$ cat config.mk
export PLATFORM = sky130hd
export DESIGN_NAME = hex_display_mux_flat
export DESIGN_NICKNAME = d
export VERILOG_FILES = /design/src/rtl/hex_display_mux_if.sv /design/src/rtl/hex_display_mux.sv /design/src/flat_wrapper.sv
export SDC_FILE = /design/constraint.sdc
export NUM_CORES = 1
export LEC_CHECK = 0
export BUFFER_PORTS_ARGS = -buffer_cell sky130_fd_sc_hd__buf_2
export CORE_UTILIZATION = 56
export DETAILED_ROUTE_END_ITERATION = 6
export HOLD_SLACK_MARGIN = 0.02
export PLACE_DENSITY = 0.79
export SYNTH_ARGS = -nofsm -noshare
export SYNTH_HDL_FRONTEND = slang
export SYNTH_SLANG_ARGS = --single-unit
$ cat constraint.sdc
create_clock -name clk -period 2.33 [get_ports clk]
set_clock_uncertainty 0.05 [all_clocks]
set_input_delay 0.1165 -clock clk [delete_from_list [all_inputs] [get_ports clk]]
set_output_delay 0.1165 -clock clk [all_outputs]
set_load 0.005 [all_outputs]
$ cat src/rtl/hex_display_mux_if.sv
// Display bus between the datapath and the multiplexed 7-segment driver.
interface hex_display_mux_if #(
    parameter int unsigned DIGITS = 4
);
    logic [4*DIGITS-1:0] value;
    logic                load;
    logic [DIGITS-1:0]   dp_in;
    logic [DIGITS-1:0]   digit_en;
    logic                blank;
    logic [6:0]          seg;
    logic                dp;
    logic [DIGITS-1:0]   an;

    modport master (
        output value, load, dp_in, digit_en, blank,
        input  seg, dp, an
    );

    modport slave (
        input  value, load, dp_in, digit_en, blank,
        output seg, dp, an
    );
endinterface

$ cat src/rtl/hex_display_mux.sv
// Time-multiplexed common-anode 7-segment driver: one digit per refresh slot,
// with dead time, blanking, per-digit enables and optional leading-zero suppression.
module hex_display_mux #(
    parameter int unsigned DIGITS      = 4,
    parameter int unsigned REFRESH_DIV = 100000,
    parameter int unsigned DEAD        = 1,
    parameter int unsigned LZ_SUPPRESS = 0
) (
    input logic              clk,
    input logic              reset,
    hex_display_mux_if.slave bus
);
    localparam int unsigned PRE_W = (REFRESH_DIV > 1) ? $clog2(REFRESH_DIV) : 1;
    localparam int unsigned IDX_W = (DIGITS > 1) ? $clog2(DIGITS) : 1;
    localparam int unsigned VAL_W = 4 * DIGITS;

    logic [PRE_W-1:0]  pre;
    logic [IDX_W-1:0]  idx;
    logic [VAL_W-1:0]  val_q;
    logic [DIGITS-1:0] dp_q;
    logic [6:0]        seg_q;
    logic              dp_r;
    logic [DIGITS-1:0] an_q;

    logic              pre_last_c;
    logic              idx_last_c;
    logic [DIGITS-1:0] sel_c;
    logic [DIGITS-1:0] supp_c;
    logic              run;
    logic [3:0]        nib_c;
    logic              lit_c;
    logic [6:0]        seg_c;
    logic              dp_c;
    logic [DIGITS-1:0] an_c;

    function automatic logic [6:0] hex7(input logic [3:0] n);
        logic [6:0] s;
        case (n)
            4'h0: s = 7'h40;
            4'h1: s = 7'h79;
            4'h2: s = 7'h24;
            4'h3: s = 7'h30;
            4'h4: s = 7'h19;
            4'h5: s = 7'h12;
            4'h6: s = 7'h02;
            4'h7: s = 7'h78;
            4'h8: s = 7'h00;
            4'h9: s = 7'h10;
            4'hA: s = 7'h08;
            4'hB: s = 7'h03;
            4'hC: s = 7'h46;
            4'hD: s = 7'h21;
            4'hE: s = 7'h06;
            default: s = 7'h0E;
        endcase
        return s;
    endfunction

    // A digit is suppressed when it and every digit to its left are zero with no dp lit
    always_comb begin
        supp_c = '0;
        run    = 1'b1;
        for (int i = int'(DIGITS) - 1; i >= 0; i--) begin
            run = run & (val_q[4*i +: 4] == 4'h0) & ~dp_q[i];
            if (i > 0 && LZ_SUPPRESS != 0) begin
                supp_c[i] = run;
            end
        end
    end

    // Select the current digit through a one-hot mask so the logic is uniform for any DIGITS
    always_comb begin
        pre_last_c = (pre == PRE_W'(REFRESH_DIV - 1));
        idx_last_c = (idx == IDX_W'(DIGITS - 1));
        sel_c      = DIGITS'(1) << idx;
        nib_c      = 4'(val_q >> (4 * 32'(idx)));
        lit_c      = (32'(pre) >= DEAD) && !bus.blank
                     && (|(bus.digit_en & sel_c)) && !(|(supp_c & sel_c));
        seg_c      = 7'h7F;
        dp_c       = 1'b1;
        an_c       = '1;
        if (lit_c) begin
            seg_c = hex7(nib_c);
            dp_c  = ~(|(dp_q & sel_c));
            an_c  = ~sel_c;
        end
    end

    always_ff @(posedge clk or posedge reset) begin
        if (reset) begin
            pre   <= '0;
            idx   <= '0;
            val_q <= '0;
            dp_q  <= '0;
            seg_q <= 7'h7F;
            dp_r  <= 1'b1;
            an_q  <= '1;
        end else begin
            pre <= pre_last_c ? '0 : pre + PRE_W'(1);
            if (pre_last_c) begin
                idx <= idx_last_c ? '0 : idx + IDX_W'(1);
            end
            if (bus.load) begin
                val_q <= bus.value;
                dp_q  <= bus.dp_in;
            end
            seg_q <= seg_c;
            dp_r  <= dp_c;
            an_q  <= an_c;
        end
    end

    assign bus.seg = seg_q;
    assign bus.dp  = dp_r;
    assign bus.an  = an_q;

endmodule

$ cat src/flat_wrapper.sv
// flat-port wrapper written by rule: the top's interface ports become plain ports
module hex_display_mux_flat 
#(
    parameter int unsigned DIGITS      = 4,
    parameter int unsigned REFRESH_DIV = 100000,
    parameter int unsigned DEAD        = 1,
    parameter int unsigned LZ_SUPPRESS = 0
)
  (clk, reset, bus_value, bus_load, bus_dp_in, bus_digit_en, bus_blank, bus_seg, bus_dp, bus_an);
  hex_display_mux_if #(.DIGITS(DIGITS)) bus_i ();
  input logic clk;
  input logic reset;
  input wire logic [$bits(bus_i.value)-1:0] bus_value;
  input wire logic [$bits(bus_i.load)-1:0] bus_load;
  input wire logic [$bits(bus_i.dp_in)-1:0] bus_dp_in;
  input wire logic [$bits(bus_i.digit_en)-1:0] bus_digit_en;
  input wire logic [$bits(bus_i.blank)-1:0] bus_blank;
  output wire logic [$bits(bus_i.seg)-1:0] bus_seg;
  output wire logic [$bits(bus_i.dp)-1:0] bus_dp;
  output wire logic [$bits(bus_i.an)-1:0] bus_an;
  assign bus_i.value = bus_value;
  assign bus_i.load = bus_load;
  assign bus_i.dp_in = bus_dp_in;
  assign bus_i.digit_en = bus_digit_en;
  assign bus_i.blank = bus_blank;
  assign bus_seg = bus_i.seg;
  assign bus_dp = bus_i.dp;
  assign bus_an = bus_i.an;
  hex_display_mux #(.DIGITS(DIGITS), .REFRESH_DIV(REFRESH_DIV), .DEAD(DEAD), .LZ_SUPPRESS(LZ_SUPPRESS)) u_core (.clk(clk), .reset(reset), .bus(bus_i));
endmodule
==> summary.md <==
| Metric | Value |
|---|---|
| Post-synth top area share | `0.394` |
| Maximum Capacitance Violations | `0` |
| FILL cells | `about 280` |
| First-pass GRT wire length | `7690 µm` |
| Critical path peak fanout | `9` |
| DR DRC count | `0` |
| Cells after synthesis | `211` |
| Area growth syn-to-layout | `21.5%` |
| Setup CP Type | `register to register` |
| Sequential power share | `0.541` |
| Post-CTS Setup Bufs | `0` |
| Area of the multi-input gates | `between 1000 and 1500 µm²` |
| Flip-flop and latch count after synthesis | `between 50 and 60` |
| Internal reg-to-reg setup slack | `140 ps` |
| GPL Wtd Cong | `0.840` |
| Port Buffers | `39` |
| Hold Buf Count CTS | `20` |
| Share of layout cells above drive strength 1 | `0.346` |
| Internal power | `1.38 mW` |
| End of the worst register-to-register path | `u_core.bus.seg[4]$_DFF_PP1_` |
| Vias | `1735` |
| Relative slew slack | `0.687` |
| Post-detail-place hpwl | `3100 µm` |
| Total Wirelength | `4680 µm` |
| Leading area contributor after synthesis | `dfrtp_1` |
| Total CTS buffers | `5` |
| Std-Cell Rows | `23` |
| Peak Freq | `0.457 GHz` |
| Net Sw Frac | `0.224` |
| Register area | `1290 µm²` |
| R2R depth | `5` |
| Leakage | `1.30 nW` |
| Global route overflow | `0` |
| Netlist Area Pre-Place | `2470 µm²` |
| I/O pin count | `40` |
| Max Root-Sink Buffers | `2` |
| Antenna viol nets, final | `0` |
| TritonCTS clock tree | `yes` |
| Latest clock arrival within the worst-skew pair | `300 ps` |
| Via/cell ratio | `approximately 5.4` |
| Synth top area cells | `dfrtp_1 (39%), dfstp_2 (13%), mux2_2 (11%)` |
| Routed len/inst | `14.6 µm` |
| CTS root buf | `clkbuf_8` |
| Crit end category | `register` |
| Final net count | `308` |
| Largest net degree at the start of global routing | `23` |
| DRT Pass-1 Iters | `4` |
| Peak VDD IR | `0.385 mV` |
| Mean Syn Cell Area | `11.7 µm²` |
| Die width | `68.5 µm` |
| GRT Total Usage | `0.230` |
| RSZ-0062 raised after global routing | `false` |
| Crit path DAT | `2350 ps` |
| TritonCTS Sinks | `51` |
| Post_cts resized | `0` |
| Syn_nets | `251` |
| Commonest non-fill, non-tap cells in the layout | `buf_2 (39), dfrtp_1 (39), mux2_2 (24), nand2_1 (21), dlygate4sd3_1 (20)` |
| Max Slew Vio Count | `0` |
| Place WS | `around 260 ps` |
| Antenna violations before repair | `1` |
| Vias in the first global route | `1664` |
| Hold_sp | `bus_value[0]` |
| H-Tree Depth | `2` |
| Final hold violations | `0` |
| Die area | `4690 µm²` |
| Setup violations, final | `0` |
| Worst Hold Class | `input pin to register` |
| DIE HEIGHT | `68.5 µm` |
| Switch Pwr | `0.396 mW` |
| Pwr dens | `589 nW/µm²` |
| Critical Path RT | `2490 ps` |
| Slew of the pin with the lowest slew margin | `469 ps` |
| Clock transition at path regs | `90 ps` |
| Seq/Total Area, Yosys | `0.522` |
| Worst Setup Start Kind | `register` |
| Final setup margin | `141 ps` |
| Final Power | `1.77 mW` |
| Clock group share of total power | `0.336` |
| Area of the core | `4120 µm²` |
| Post-Route Setup TNS | `0 ps` |
| Period utilization | `0.939` |
| Initial DRC count | `85` |
| Starting Density | `0.601` |
| Logic pwr share | `0.123` |
| Worst reg2reg path startpoint | `u_core.idx[0]$_DFFE_PP0N_` |
| Crit path to | `u_core.bus.seg[4]$_DFF_PP1_` |
| Final min period | `~2200 ps` |
| Launch point of the worst path | `u_core.idx[0]$_DFFE_PP0N_` |
| Outcome | `completed` |
| Cell variety after synth | `35` |
| Syn. warnings | `0` |
-- metrics by stage --
| stage | area (µm²) | std cells | util | hold WS (ps) |
|---|---|---|---|---|
| CTS | 3010 | 319 | 0.730 | 24.9 |
| global route | 3010 | 320 | 0.731 | 24.0 |
| floorplan | 2470 | 211 | - | 218 |
| detailed placement | 2700 | 291 | 0.656 | 30.9 |
| finish | 3010 | 320 | 0.731 | 30.7 |
| global placement | 2700 | 291 | 0.656 | 30.6 |
-- cell families (layout without fill, tap and decap cells) --
group | count (synthesis) | count (layout) | share of synthesized area
mux | 30 | 30 | 0.154
compound gates | 20 | 20 | 0.0521
flops | 51 | 51 | 0.522
buf+inv | 21 | 79 | 0.0364
simple gates | 64 | 64 | 0.129
xor+xnor | 13 | 13 | 0.0460
other cells | 0 | 1 | 0
fa+ha+maj | 12 | 12 | 0.0607
-- synthesized netlist by cell type (all sizes together) --
cell type	n
a21oi	4
a22oi	4
and2	2
and3	2
and4	1
buf	5
clkbuf	7
dfrtp	39
dfstp	12
ha	12
inv	9
mux2	24
mux2i	2
mux4	4
nand2	21
nand2b	1
nand3	10
nand4	5
nor2	11
nor3	5
nor4	3
o211ai	3
o21a	1
o21ai	6
o31ai	2
or2	1
or4	2
xnor2	7
xor2	6
-- power groups by stage --
stage | clock (mW) | sequential, mW | combinational (mW)
after floorplan | 0 | 0.971 | 0.129
after detailed placement | 0 | 0.975 | 0.188
after CTS | 0.608 | 0.959 | 0.217
after global routing | 0.653 | 0.966 | 0.244
final | 0.595 | 0.958 | 0.218
after global placement | 0 | 0.976 | 0.182
-- how the worst min path moves through the flow --
stage | cells past startpoint | slack [ps] | to
2_1_floorplan | 1 | 220 | u_core.dp_q[0]$_DFFE_PP0P_
3_3_place_gp | 2 | 30 | u_core.pre[13]$_DFF_PP0_
3_5_place_dp | 2 | 30 | u_core.pre[13]$_DFF_PP0_
4_1_cts | 2 | 20 | u_core.val_q[0]$_DFFE_PP0P_
5_1_grt | 2 | 20 | u_core.val_q[0]$_DFFE_PP0P_
6_report | 2 | 30 | u_core.val_q[0]$_DFFE_PP0P_
-- critical path, cell delays in order (launching register included) --
cell and delay (ps):
dfrtp_1 550, mux4_2 640, ha_1 270, mux2_2 270
o21ai_0 210, nand2_1 100
-- area by class of cell --
| class | count | area share |
|---|---|---|
| Tap cell | 50 | 0.0208 |
| Antenna cell | 1 | 0.000832 |
| Inverter | 9 | 0.0112 |
| Multi-Input combinational cell | 139 | 0.364 |
| Clock inverter | 1 | 0.00998 |
| Clock buffer | 7 | 0.0254 |
| Timing Repair Buffer | 62 | 0.139 |
| Sequential cell | 51 | 0.429 |
-- flip-flops by register name, indices dropped and copies added (netlist names) --
signal and flops:
u_core.pre 17, u_core.val_q 16, u_core.bus.seg 7, u_core.bus.an 4
u_core.dp_q 4, u_core.idx 2, u_core.bus.dp 1
-- layer usage --
layer	GRT usage	vias up	wire length, µm
met2	0.377	45	2270
met4	0.120	0	125
met3	0.0367	9	165
li1	-	843	-
met5	0	-	0
met1	0.292	838	2120
Power figures use the tool's default switching activity.
